[config.mk]
export PLATFORM = sky130hd
export DESIGN_NAME = keypad_scanner_flat
export DESIGN_NICKNAME = d
export VERILOG_FILES = /design/src/rtl/kp_pkg.sv /design/src/rtl/keypad_scanner_if.sv /design/src/rtl/sync_2ff.sv /design/src/rtl/keypad_scanner.sv /design/src/flat_wrapper.sv
export SDC_FILE = /design/constraint.sdc
export NUM_CORES = 1
export LEC_CHECK = 0
export ABC_AREA = 1
export CAP_MARGIN = 30
export CORE_MARGIN = 5
export CORE_UTILIZATION = 38
export DETAILED_ROUTE_END_ITERATION = 6
export GPL_ROUTABILITY_DRIVEN = 0
export PLACE_DENSITY = 0.56
export SLEW_MARGIN = 20
export SYNTH_ARGS = -nofsm -noshare
export SYNTH_HDL_FRONTEND = slang
export SYNTH_SLANG_ARGS = --single-unit
[constraint.sdc]
create_clock -name clk -period 1.75 [get_ports clk]
set_input_delay 0.2625 -clock clk [delete_from_list [all_inputs] [get_ports clk]]
set_output_delay 0.2625 -clock clk [all_outputs]
set_load 0.005 [all_outputs]
[src/rtl/kp_pkg.sv]
// Keypad scanner shared types and helpers.
// Holds FSM states, the default 4x4 keymap and one-hot utilities.
package kp_pkg;

  typedef enum logic [1:0] {
    SCAN,
    DEBOUNCE,
    PRESSED
  } kp_state_t;

  // Row 0 is the most significant group; entry 0 is row 0 / col 0.
  localparam logic [63:0] DEFAULT_KEYMAP_4X4 = {
    4'd1,  4'd2, 4'd3,  4'd10,
    4'd4,  4'd5, 4'd6,  4'd11,
    4'd7,  4'd8, 4'd9,  4'd12,
    4'd14, 4'd0, 4'd15, 4'd13
  };

  function automatic int onehot_idx(input logic [31:0] v);
    int idx;
    idx = 0;
    for (int i = 0; i < 32; i++)
      if (v[i]) idx = i;
    return idx;
  endfunction

  function automatic logic is_onehot(input logic [31:0] v);
    return (v != '0) && ((v & (v - 32'd1)) == '0);
  endfunction

endpackage

[src/rtl/keypad_scanner_if.sv]
// Pin-side bundle of the keypad scanner.
// master = keypad/environment side, slave = scanner side.
interface keypad_scanner_if #(
  parameter int ROWS   = 4,
  parameter int COLS   = 4,
  parameter int CODE_W = 4
);
  logic [COLS-1:0]   cols_raw;
  logic [ROWS-1:0]   rows;
  logic [CODE_W-1:0] key_code;
  logic              key_valid;
  logic              key_held;

  modport master (
    output cols_raw,
    input  rows, key_code, key_valid, key_held
  );

  modport slave (
    input  cols_raw,
    output rows, key_code, key_valid, key_held
  );
endinterface

[src/rtl/sync_2ff.sv]
// Two-flop synchroniser for asynchronous inputs.
// Reset clears both stages.
module sync_2ff #(
  parameter int W = 1
) (
  input  logic         clk,
  input  logic         reset_n,
  input  logic [W-1:0] d,
  output logic [W-1:0] q
);
  logic [W-1:0] s1;

  // shift the raw value through two stages
  always_ff @(posedge clk or negedge reset_n) begin
    if (!reset_n) begin
      s1 <= '0;
      q  <= '0;
    end else begin
      s1 <= d;
      q  <= s1;
    end
  end
endmodule

[src/rtl/keypad_scanner.sv]
// Matrix keypad scanner: row strobes, debounce, keymap decode.
// One key_valid strobe per debounced press, no rollover.
module keypad_scanner
  import kp_pkg::*;
#(
  parameter int ROWS            = 4,
  parameter int COLS            = 4,
  parameter int CODE_W          = 4,
  parameter logic [ROWS*COLS*CODE_W-1:0] KEYMAP = DEFAULT_KEYMAP_4X4,
  parameter int SETTLE_CYCLES   = 4,
  parameter int DEBOUNCE_CYCLES = 16
) (
  input logic             clk,
  input logic             reset_n,
  keypad_scanner_if.slave kp
);
  localparam int MX = (SETTLE_CYCLES > DEBOUNCE_CYCLES) ?
                      SETTLE_CYCLES : DEBOUNCE_CYCLES;
  localparam int CW = $clog2(MX + 1);
  localparam int NK = ROWS * COLS;
  localparam logic [CW-1:0] SET_C = CW'(SETTLE_CYCLES);
  localparam logic [CW-1:0] DEB_C = CW'(DEBOUNCE_CYCLES - 1);
  localparam logic [CW-1:0] ONE   = CW'(1);

  kp_state_t         state, state_n;
  logic [CW-1:0]     cnt, cnt_n;
  logic [ROWS-1:0]   rows, rows_n, rows_rot;
  logic [COLS-1:0]   cols_s, cand, cand_n;
  logic              accept, valid_q;
  logic [CODE_W-1:0] code_q, code_n;
  int                key_idx;

  sync_2ff #(.W(COLS)) u_sync (
    .clk     (clk),
    .reset_n (reset_n),
    .d       (kp.cols_raw),
    .q       (cols_s)
  );

  assign rows_rot = {rows[ROWS-2:0], rows[ROWS-1]};
  assign key_idx  = onehot_idx(32'(rows)) * COLS
                  + onehot_idx(32'(cand));

  // keymap lookup for the candidate key (row 0 in the MSBs)
  always_comb begin
    code_n = KEYMAP[(NK - 1 - key_idx) * CODE_W +: CODE_W];
  end

  // state and datapath registers
  always_ff @(posedge clk or negedge reset_n) begin
    if (!reset_n) begin
      state   <= SCAN;
      cnt     <= '0;
      rows    <= ROWS'(1);
      cand    <= '0;
      valid_q <= 1'b0;
      code_q  <= '0;
    end else begin
      state   <= state_n;
      cnt     <= cnt_n;
      rows    <= rows_n;
      cand    <= cand_n;
      valid_q <= accept;
      if (accept) code_q <= code_n;
    end
  end

  // next-state: scan rows, debounce a single column, wait for release
  always_comb begin
    state_n = state;
    cnt_n   = cnt;
    rows_n  = rows;
    cand_n  = cand;
    accept  = 1'b0;
    unique case (1'b1)
      (state == SCAN): begin
        if (cnt != SET_C) begin
          cnt_n = cnt + ONE;
        end else begin
          cnt_n = '0;
          if (is_onehot(32'(cols_s))) begin
            cand_n  = cols_s;
            state_n = DEBOUNCE;
          end else begin
            rows_n = rows_rot;
          end
        end
      end
      (state == DEBOUNCE): begin
        if (cols_s != cand) begin
          state_n = SCAN;
          cnt_n   = '0;
        end else if (cnt == DEB_C) begin
          state_n = PRESSED;
          cnt_n   = '0;
          accept  = 1'b1;
        end else begin
          cnt_n = cnt + ONE;
        end
      end
      (state == PRESSED): begin
        if ((cols_s & cand) != '0) begin
          cnt_n = '0;
        end else if (cnt == DEB_C) begin
          state_n = SCAN;
          cnt_n   = '0;
          rows_n  = rows_rot;
        end else begin
          cnt_n = cnt + ONE;
        end
      end
      default: begin
        state_n = SCAN;
        cnt_n   = '0;
      end
    endcase
  end

  // outputs
  always_comb begin
    kp.rows      = rows;
    kp.key_code  = code_q;
    kp.key_valid = valid_q;
    kp.key_held  = (state == PRESSED);
  end
endmodule
[src/flat_wrapper.sv]
// flat-port wrapper written by rule: the top's interface ports become plain ports
module keypad_scanner_flat import kp_pkg::*;
#(
  parameter int ROWS            = 4,
  parameter int COLS            = 4,
  parameter int CODE_W          = 4,
  parameter logic [ROWS*COLS*CODE_W-1:0] KEYMAP = DEFAULT_KEYMAP_4X4,
  parameter int SETTLE_CYCLES   = 4,
  parameter int DEBOUNCE_CYCLES = 16
)
  (clk, reset_n, kp_cols_raw, kp_rows, kp_key_code, kp_key_valid, kp_key_held);
  keypad_scanner_if #(.ROWS(ROWS), .COLS(COLS), .CODE_W(CODE_W)) kp_i ();
  input logic clk;
  input logic reset_n;
  input wire logic [$bits(kp_i.cols_raw)-1:0] kp_cols_raw;
  output wire logic [$bits(kp_i.rows)-1:0] kp_rows;
  output wire logic [$bits(kp_i.key_code)-1:0] kp_key_code;
  output wire logic [$bits(kp_i.key_valid)-1:0] kp_key_valid;
  output wire logic [$bits(kp_i.key_held)-1:0] kp_key_held;
  assign kp_i.cols_raw = kp_cols_raw;
  assign kp_rows = kp_i.rows;
  assign kp_key_code = kp_i.key_code;
  assign kp_key_valid = kp_i.key_valid;
  assign kp_key_held = kp_i.key_held;
  keypad_scanner #(.ROWS(ROWS), .COLS(COLS), .CODE_W(CODE_W), .KEYMAP(KEYMAP), .SETTLE_CYCLES(SETTLE_CYCLES), .DEBOUNCE_CYCLES(DEBOUNCE_CYCLES)) u_core (.clk(clk), .reset_n(reset_n), .kp(kp_i));
endmodule
==> results of run 1 <==
## power groups by stage
stage          combinational (mW)  clock, mW  sequential, mW
3_5_place_dp                0.881          0           0.862
3_3_place_gp                0.844          0           0.859
5_1_grt                      1.09      0.446           0.869
6_report                    0.942      0.397           0.851
2_1_floorplan               0.618          0           0.843
4_1_cts                     0.885      0.412           0.849
## metal layers
layer | vias up | routed length, um | track usage [%]
li1 | 610 | - | -
met1 | 564 | 1310 | 14.1
met2 | 24 | 1420 | 21.7
met3 | 5 | 116 | 3.37
met4 | 0 | 45 | 4.80
met5 | - | 0 | 0
## worst max-delay path: cells and delay by family, from the launching register on
kind | cells | cell delay [ns]
flip-flops | 1 | 0.37
adder cells (fa/ha/maj) | 2 | 0.34
AND/OR/NAND/NOR | 9 | 0.88
## cell families (layout without fill, tap and decap cells)
logic type	Yosys count	in the layout	share of synthesized area [%]
compound gates	21	21	8.15
fa+ha+maj	10	10	8.67
buf+inv	21	51	5.64
flops	28	28	48.7
simple gates	91	91	28.9
## placed cells by master, fill, tap and decap left out, types with 2 or more instances in the layout
cell,Yosys,final
nor2_1,16,15
clkdlybuf4s50_1,0,14
nand3_1,17,17
o21ai_0,10,8
inv_1,19,18
nand2_2,1,8
a21oi_1,4,4
nand3_2,2,2
inv_2,1,2
nand2_1,48,41
buf_4,0,11
nor2_4,3,4
ha_1,10,8
o21ai_1,2,4
dfrtp_1,27,26
clkbuf_8,0,4
## sequential cells by signal (all words and copies together) (netlist names)
register             cells
u_core.cnt               5
u_core.u_sync.q          4
u_core.kp.key_valid      1
u_core.kp.rows           4
u_core.kp.key_code       4
u_core.cand              4
u_core.u_sync.s1         4
u_core.state             2
## how the worst max path moves through the flow
stage                 startpoint                    end  slack (ns)  cells past startpoint
3_3_place_gp   u_core.kp.rows[1]  u_core.kp.key_code[2]        0.07                     11
2_1_floorplan  u_core.kp.rows[2]  u_core.kp.key_code[2]        0.21                     10
5_1_grt            u_core.cnt[1]      u_core.kp.rows[1]       -0.07                     11
4_1_cts        u_core.kp.rows[1]  u_core.kp.key_code[2]        0.01                     11
6_report           u_core.cnt[1]      u_core.kp.rows[2]        0.05                     11
3_5_place_dp   u_core.kp.rows[1]  u_core.kp.key_code[2]        0.03                     11
## layout make-up
cell class              instances  area share, %
repair buffers                 26           12.8
multi-input cells             122           38.1
clock buffers                   4           3.00
flip-flops and latches         28           38.3
well taps                      48           3.27
inverters                      21           4.43
## repair_timing
action | in CTS | in global routing
pin swaps | 0 | 5
resized for setup | 1 | 16
setup endpoints to repair | 1 | 10
buffers inserted | 0 | 3
==> out/qor.yml, run 1 <==
synthesis:
  synthArstFlopShare_pct: 100
  synthTopCellsByArea: "dfrtp_1, nand2_1, ha_1"
  synth_area_um2: 1440
  ys_seq_area_share_pct: 48.7
  ys_types: 24
  yosys.area.top_type: "dfrtp_1"
  ys.flop_type: "dfrtp_1"
  synthTopCellsByCount: "nand2_1, dfrtp_1, inv_1"
  synth_edf_count: 0
  syn_avg_cell_area_um2: 8.44
  yosysTopAreaCellShare_pct: 46.8
  syn_nets: 187
  netlist_instances: 171
  synth.most_common_cell: "nand2_1"
  yosysWarnings: 0
  synth_seq_cells: 28
clock_network:
  holdBufCountCts: 0
  cts_buffers: 3
  cts_buffer_depth: 2
  numClockSinks: 28
  clk_latency_ns: 0.28
  cts_max_level: 1
  cts_root_buf: "clkbuf_8"
  clk_pin_slew_ns: 0.09
  cts_tree: "done"
critical_path:
  worstPathCellList: "ha_2 -> nand2_2 -> nor2_4 -> ha_4 -> nand4_1 -> nand2_1 -> nand2_2 -> nor2_4 -> nand2_2 -> nand2_1 -> nand2_1"
  cpPeakStageDelay_ns: 0.37
  ff2ff_path_depth: 11
  crit_type: "reg -> reg"
  rrSetupSlack_ns: 0.05
  endpoint_kind: "flip-flop"
  cp.required_ns: 1.92
  worst_setup_path_start_kind: "flip-flop"
  worstPathArrival_ns: 1.87
  worstReg2RegStart: "u_core.cnt[1]"
  critPathSlowestCell: "dfrtp_1"
  r2r-end: "u_core.kp.rows[2]"
  path_max_fanout: 5
timing:
  drv_slew: 0
  tightest_slew_ns: 0.417
  fin_tns_setup_ns: 0
  rsz0062_at_grt: "true"
  timing.hold.ws_ns: 0.357
  relSlewSlack_pct: 72.1
  fin_crit_ns: 1.70
  setup_viol: 0
  fmax_ghz: 0.589
  period_share_pct: 97.1
  setup_slack_ns: 0.0510
  skew_ns: 0.00825
  finalHoldViolCount: 0
placement:
  portBuffers: 15
  place_area_um2: 1710
  dpl_worst_slack_ns: 0.0322
  place_inst: 242
  dp.final_hpwl_mm: 2.22
cells_and_area:
  area_delta_synth_final_pct: 27.1
  diodes: 0
  fin_area_um2: 1830
  fin_util_pct: 50.1
  instances_no_fill: 249
  regArea_um2: 703
  drive_gt1_share_pct: 19.9
  fin_nets: 218
  multi_input_area_um2: 699
  nFillCells: 342
floorplanning:
  die_w_um: 71.6
  core_um2: 3660
  initial_core_util_pct: 39.4
  ioPinCount: 16
  rows: 22
  die_h_um: 71.6
  die_area_um2: 5130
grt:
  grt-ovfl-total: 0
  grt_max_degree: 29
  grt_use_total_pct: 12.3
  grt_pass1_wl_mm: 5.03
  grt_pass1_vias: 1193
  antenna_found_initial: 0
power:
  ir_worst_vdd_mv: 0.611
  p_int_mw: 1.34
  power_frac_clock_pct: 18.1
  seq_power_share_pct: 38.9
  swShare_pct: 38.6
  comb_power_share_pct: 43.0
  leakagePower_nw: 0.922
  p_per_area_nw_per_um2: 1190
  total_power_mw: 2.19
  p_sw_uw: 845
run:
  maxCapViolCount: 0
status:
  outcome: "completed"
hold_path:
  hold_class: "in -> async"
drt:
  post_drt_wl_per_cell_um: 11.6
  drc: 0
  drtIter0Drc: 49
  drtAntennaViolNets: 0
  viasPerCell: 4.83
  first_pass_iters: 4
  routed_wirelength_mm: 2.90
  vias: 1203
No activity file was read; power rests on OpenSTA's default activity.
==> inputs of run 2 (changes only) <==
Settings changed: ABC_AREA 1 to 0.
==> run 2 against run 1 <==
  * The run now ends with negative setup slack left
  * Flip-flop and latch count unchanged
  * Sequential power rose by 4.7%
  * Combinational power increased by 34%
  * Sequential share of layout area decreased by 4.6 points
  * Clock skew is 0.0031 ns lower
  * First-iteration DRC count is 45% higher
  * Critical path depth decreased by 9
  * Worst hold slack got worse by 0.062 ns
  * Via count is 11% lower
  * Synthesized area shrank 5.4%
  * Non-clock buffer count rose by 19
  * Critical path type is now reg -> out
  * Largest power group unchanged
  * Highest routed layer unchanged
==> out/qor.yml, run 2 <==
clock_network:
  cts_buffers: 3
  cts_buffer_depth: 2
  cts_max_level: 1
  clk_latency_ns: 0.33
  holdBufCountCts: 0
  numClockSinks: 28
  cts_root_buf: "clkbuf_4"
  clk_pin_slew_ns: 0.15
  cts_tree: "done"
critical_path:
  cpPeakStageDelay_ns: 0.53
  endpoint_kind: "primary output"
  ff2ff_path_depth: 5
  crit_type: "reg -> out"
  cp.required_ns: 1.49
  rrSetupSlack_ns: -0.15
  path_max_fanout: 5
  critPathSlowestCell: "clkdlybuf4s50_1"
  worst_setup_path_start_kind: "flip-flop"
  worstReg2RegStart: "u_core.cand[2]"
  worstPathArrival_ns: 1.65
  r2r-end: "u_core.kp.rows[2]"
  worstPathCellList: "nor2b_2 -> clkdlybuf4s50_1"
timing:
  rsz0062_at_grt: "true"
  relSlewSlack_pct: 75.0
  timing.hold.ws_ns: 0.296
  fin_tns_setup_ns: -1.47
  period_share_pct: 109
  setup_viol: 12
  skew_ns: 0.00519
  fmax_ghz: 0.524
  tightest_slew_ns: 0.376
  fin_crit_ns: 1.91
  finalHoldViolCount: 0
  drv_slew: 0
  setup_slack_ns: -0.158
floorplanning:
  ioPinCount: 16
  die_h_um: 69.9
  core_um2: 3420
  initial_core_util_pct: 40.0
  rows: 21
  die_w_um: 69.9
  die_area_um2: 4890
power:
  seq_power_share_pct: 34.6
  p_sw_uw: 884
  power_frac_clock_pct: 16.5
  ir_worst_vdd_mv: 0.554
  p_int_mw: 1.69
  swShare_pct: 34.4
  leakagePower_nw: 0.916
  comb_power_share_pct: 48.8
  p_per_area_nw_per_um2: 1230
synthesis:
  synthTopCellsByCount: "dfrtp_1, ha_1, inv_1, nor2_1"
  synth-xor-area-share_pct: 2.57
  synth_seq_cells: 28
  synth.mux.area_fraction_pct: 6.60
  synth_adder_area_share_pct: 9.17
  yosys.area.top_type: "dfrtp_1"
  ys.flop_type: "dfrtp_1"
  synth_area_um2: 1370
  synth_edf_count: 0
  yosysWarnings: 0
  synth_simple_gate_area_share_pct: 15.8
  synth_compound_area_share_pct: 11.7
  synth_top_family_by_area: "simple AND/OR/NAND/NOR gates"
  ys_seq_area_share_pct: 51.4
  synth.most_common_cell: "dfrtp_1"
  ys_types: 38
  netlist_instances: 120
  synthTopCellsByArea: "dfrtp_1, ha_1, mux2_1"
  syn_avg_cell_area_um2: 11.4
  synthArstFlopShare_pct: 100
  yosysTopAreaCellShare_pct: 49.5
  syn_nets: 136
cells_and_area:
  most-common-layout-cells: "buf_4, dfrtp_1, clkdlybuf4s50_1, inv_1"
  instances_no_fill: 215
  diodes: 0
  drive_gt1_share_pct: 42.6
  fin_nets: 186
  largest_register: "u_core.cnt"
  nFillCells: 286
  area_delta_synth_final_pct: 52.9
  fin_area_um2: 2090
  largest_reg_flops: 5
hold_path:
  hold_class: "in -> async"
grt:
  antenna_found_initial: 0
  grt_pass1_vias: 1016
  grt_max_degree: 29
  grt-ovfl-total: 0
  grt_use_total_pct: 11.5
  grt_pass1_wl_mm: 4.60
drt:
  post_drt_wl_per_cell_um: 14.0
  routed_wirelength_mm: 3.00
  drtIter0Drc: 71
  drtAntennaViolNets: 0
  vias: 1065
  first_pass_iters: 4
  drc: 0
  viasPerCell: 4.95
run:
  maxCapViolCount: 0
placement:
  place_inst: 200
  place_area_um2: 1760
  portBuffers: 15
  dp.final_hpwl_mm: 1.93
status:
  violations: "negative setup slack"
  outcome: "complete, but fails checks"
## run 2: cell types whose count changed after synthesis, moves of 2 or more
| cell | previous run | this run |
|---|---|---|
| nand2_1 | 48 | 8 |
| nand3_1 | 17 | 3 |
| inv_1 | 19 | 9 |
| mux2_1 | 0 | 8 |
| nor2_1 | 16 | 9 |
| o21ai_0 | 10 | 4 |
| nor2_4 | 3 | 0 |
| nor2b_1 | 0 | 3 |
| or2_1 | 0 | 3 |
| xnor2_1 | 0 | 3 |
| nand3_2 | 2 | 0 |
| or4b_1 | 0 | 2 |
## run 2: what timing repair did
item	in CTS	in global routing
buffers inserted	4	7
pin swaps	4	20
gates cloned	0	0
endpoints found under the setup margin	18	19
resized for setup	9	34
## run 2: cell type report
| type | count | area (um2) | area share, % |
|---|---|---|---|
| Multi-Input combinational cell | 82 | 843 | 40.4 |
| Sequential cell | 28 | 703 | 33.7 |
| Timing Repair Buffer | 45 | 390 | 18.7 |
| Tap cell | 46 | 57.6 | 2.76 |
| Inverter | 10 | 40.0 | 1.92 |
| Clock inverter | 1 | 30.0 | 1.44 |
| Clock buffer | 3 | 22.5 | 1.08 |
## run 2: power by group through the flow
stage               Combinational, mW  Sequential (mW)  Clock, mW
floorplan                       0.551            0.883          0
global placement                0.856            0.866          0
detailed placement              0.874            0.868          0
CTS                             0.931            0.867      0.441
global route                     1.37            0.903      0.471
finish                           1.26            0.891      0.426
## run 2: logic make-up after synthesis
logic type               Yosys count
flip-flops                        28
XOR/XNOR                           4
adder cells (fa/ha/maj)           10
AO/OA/AOI/OAI                     23
buffers and inverters             10
AND/OR/NAND/NOR                   37
multiplexers                       8
## run 2: worst max path at each step
| stage | startpoint | endpoint | slack [ns] | depth (start not counted) |
|---|---|---|---|---|
| floorplan | u_core.cand[2] | u_core.kp.rows[3] | -0.06 | 5 |
| detailed placement | u_core.u_sync.q[2] | u_core.kp.rows[3] | -0.13 | 5 |
| global placement | u_core.u_sync.q[2] | u_core.kp.rows[3] | -0.12 | 5 |
| global route | u_core.u_sync.q[0] | u_core.kp.rows[2] | -0.23 | 5 |
| finish | u_core.state[1] | kp_key_held | -0.16 | 2 |
| CTS | u_core.u_sync.q[2] | u_core.kp.rows[3] | -0.12 | 5 |
## run 2: layer usage
layer  vias up  global-route usage (%)  routed length [um]
met2        24                    18.7                1450
met1       511                    15.2                1360
li1        524                       -                   -
met5         -                       0                   0
met3         6                    2.73                 125
met4         0                    3.62                  63
## run 2: through the flow
step	worst slack (ns)	total power [mW]	utilization [%]
4_1_cts	-0.121	2.24	55.2
5_1_grt	-0.234	2.75	61.1
6_report	-0.158	2.57	61.1
3_5_place_dp	-0.129	1.74	51.5
3_3_place_gp	-0.123	1.72	51.5
2_1_floorplan	-0.0579	1.43	-
## run 2: worst max-delay path: cells and delay by family, from the launching register on
kind                   cells  cell delay, ns
and+or+nand+nor            1            0.27
DFF                        1            0.52
buffers and inverters      1            0.53
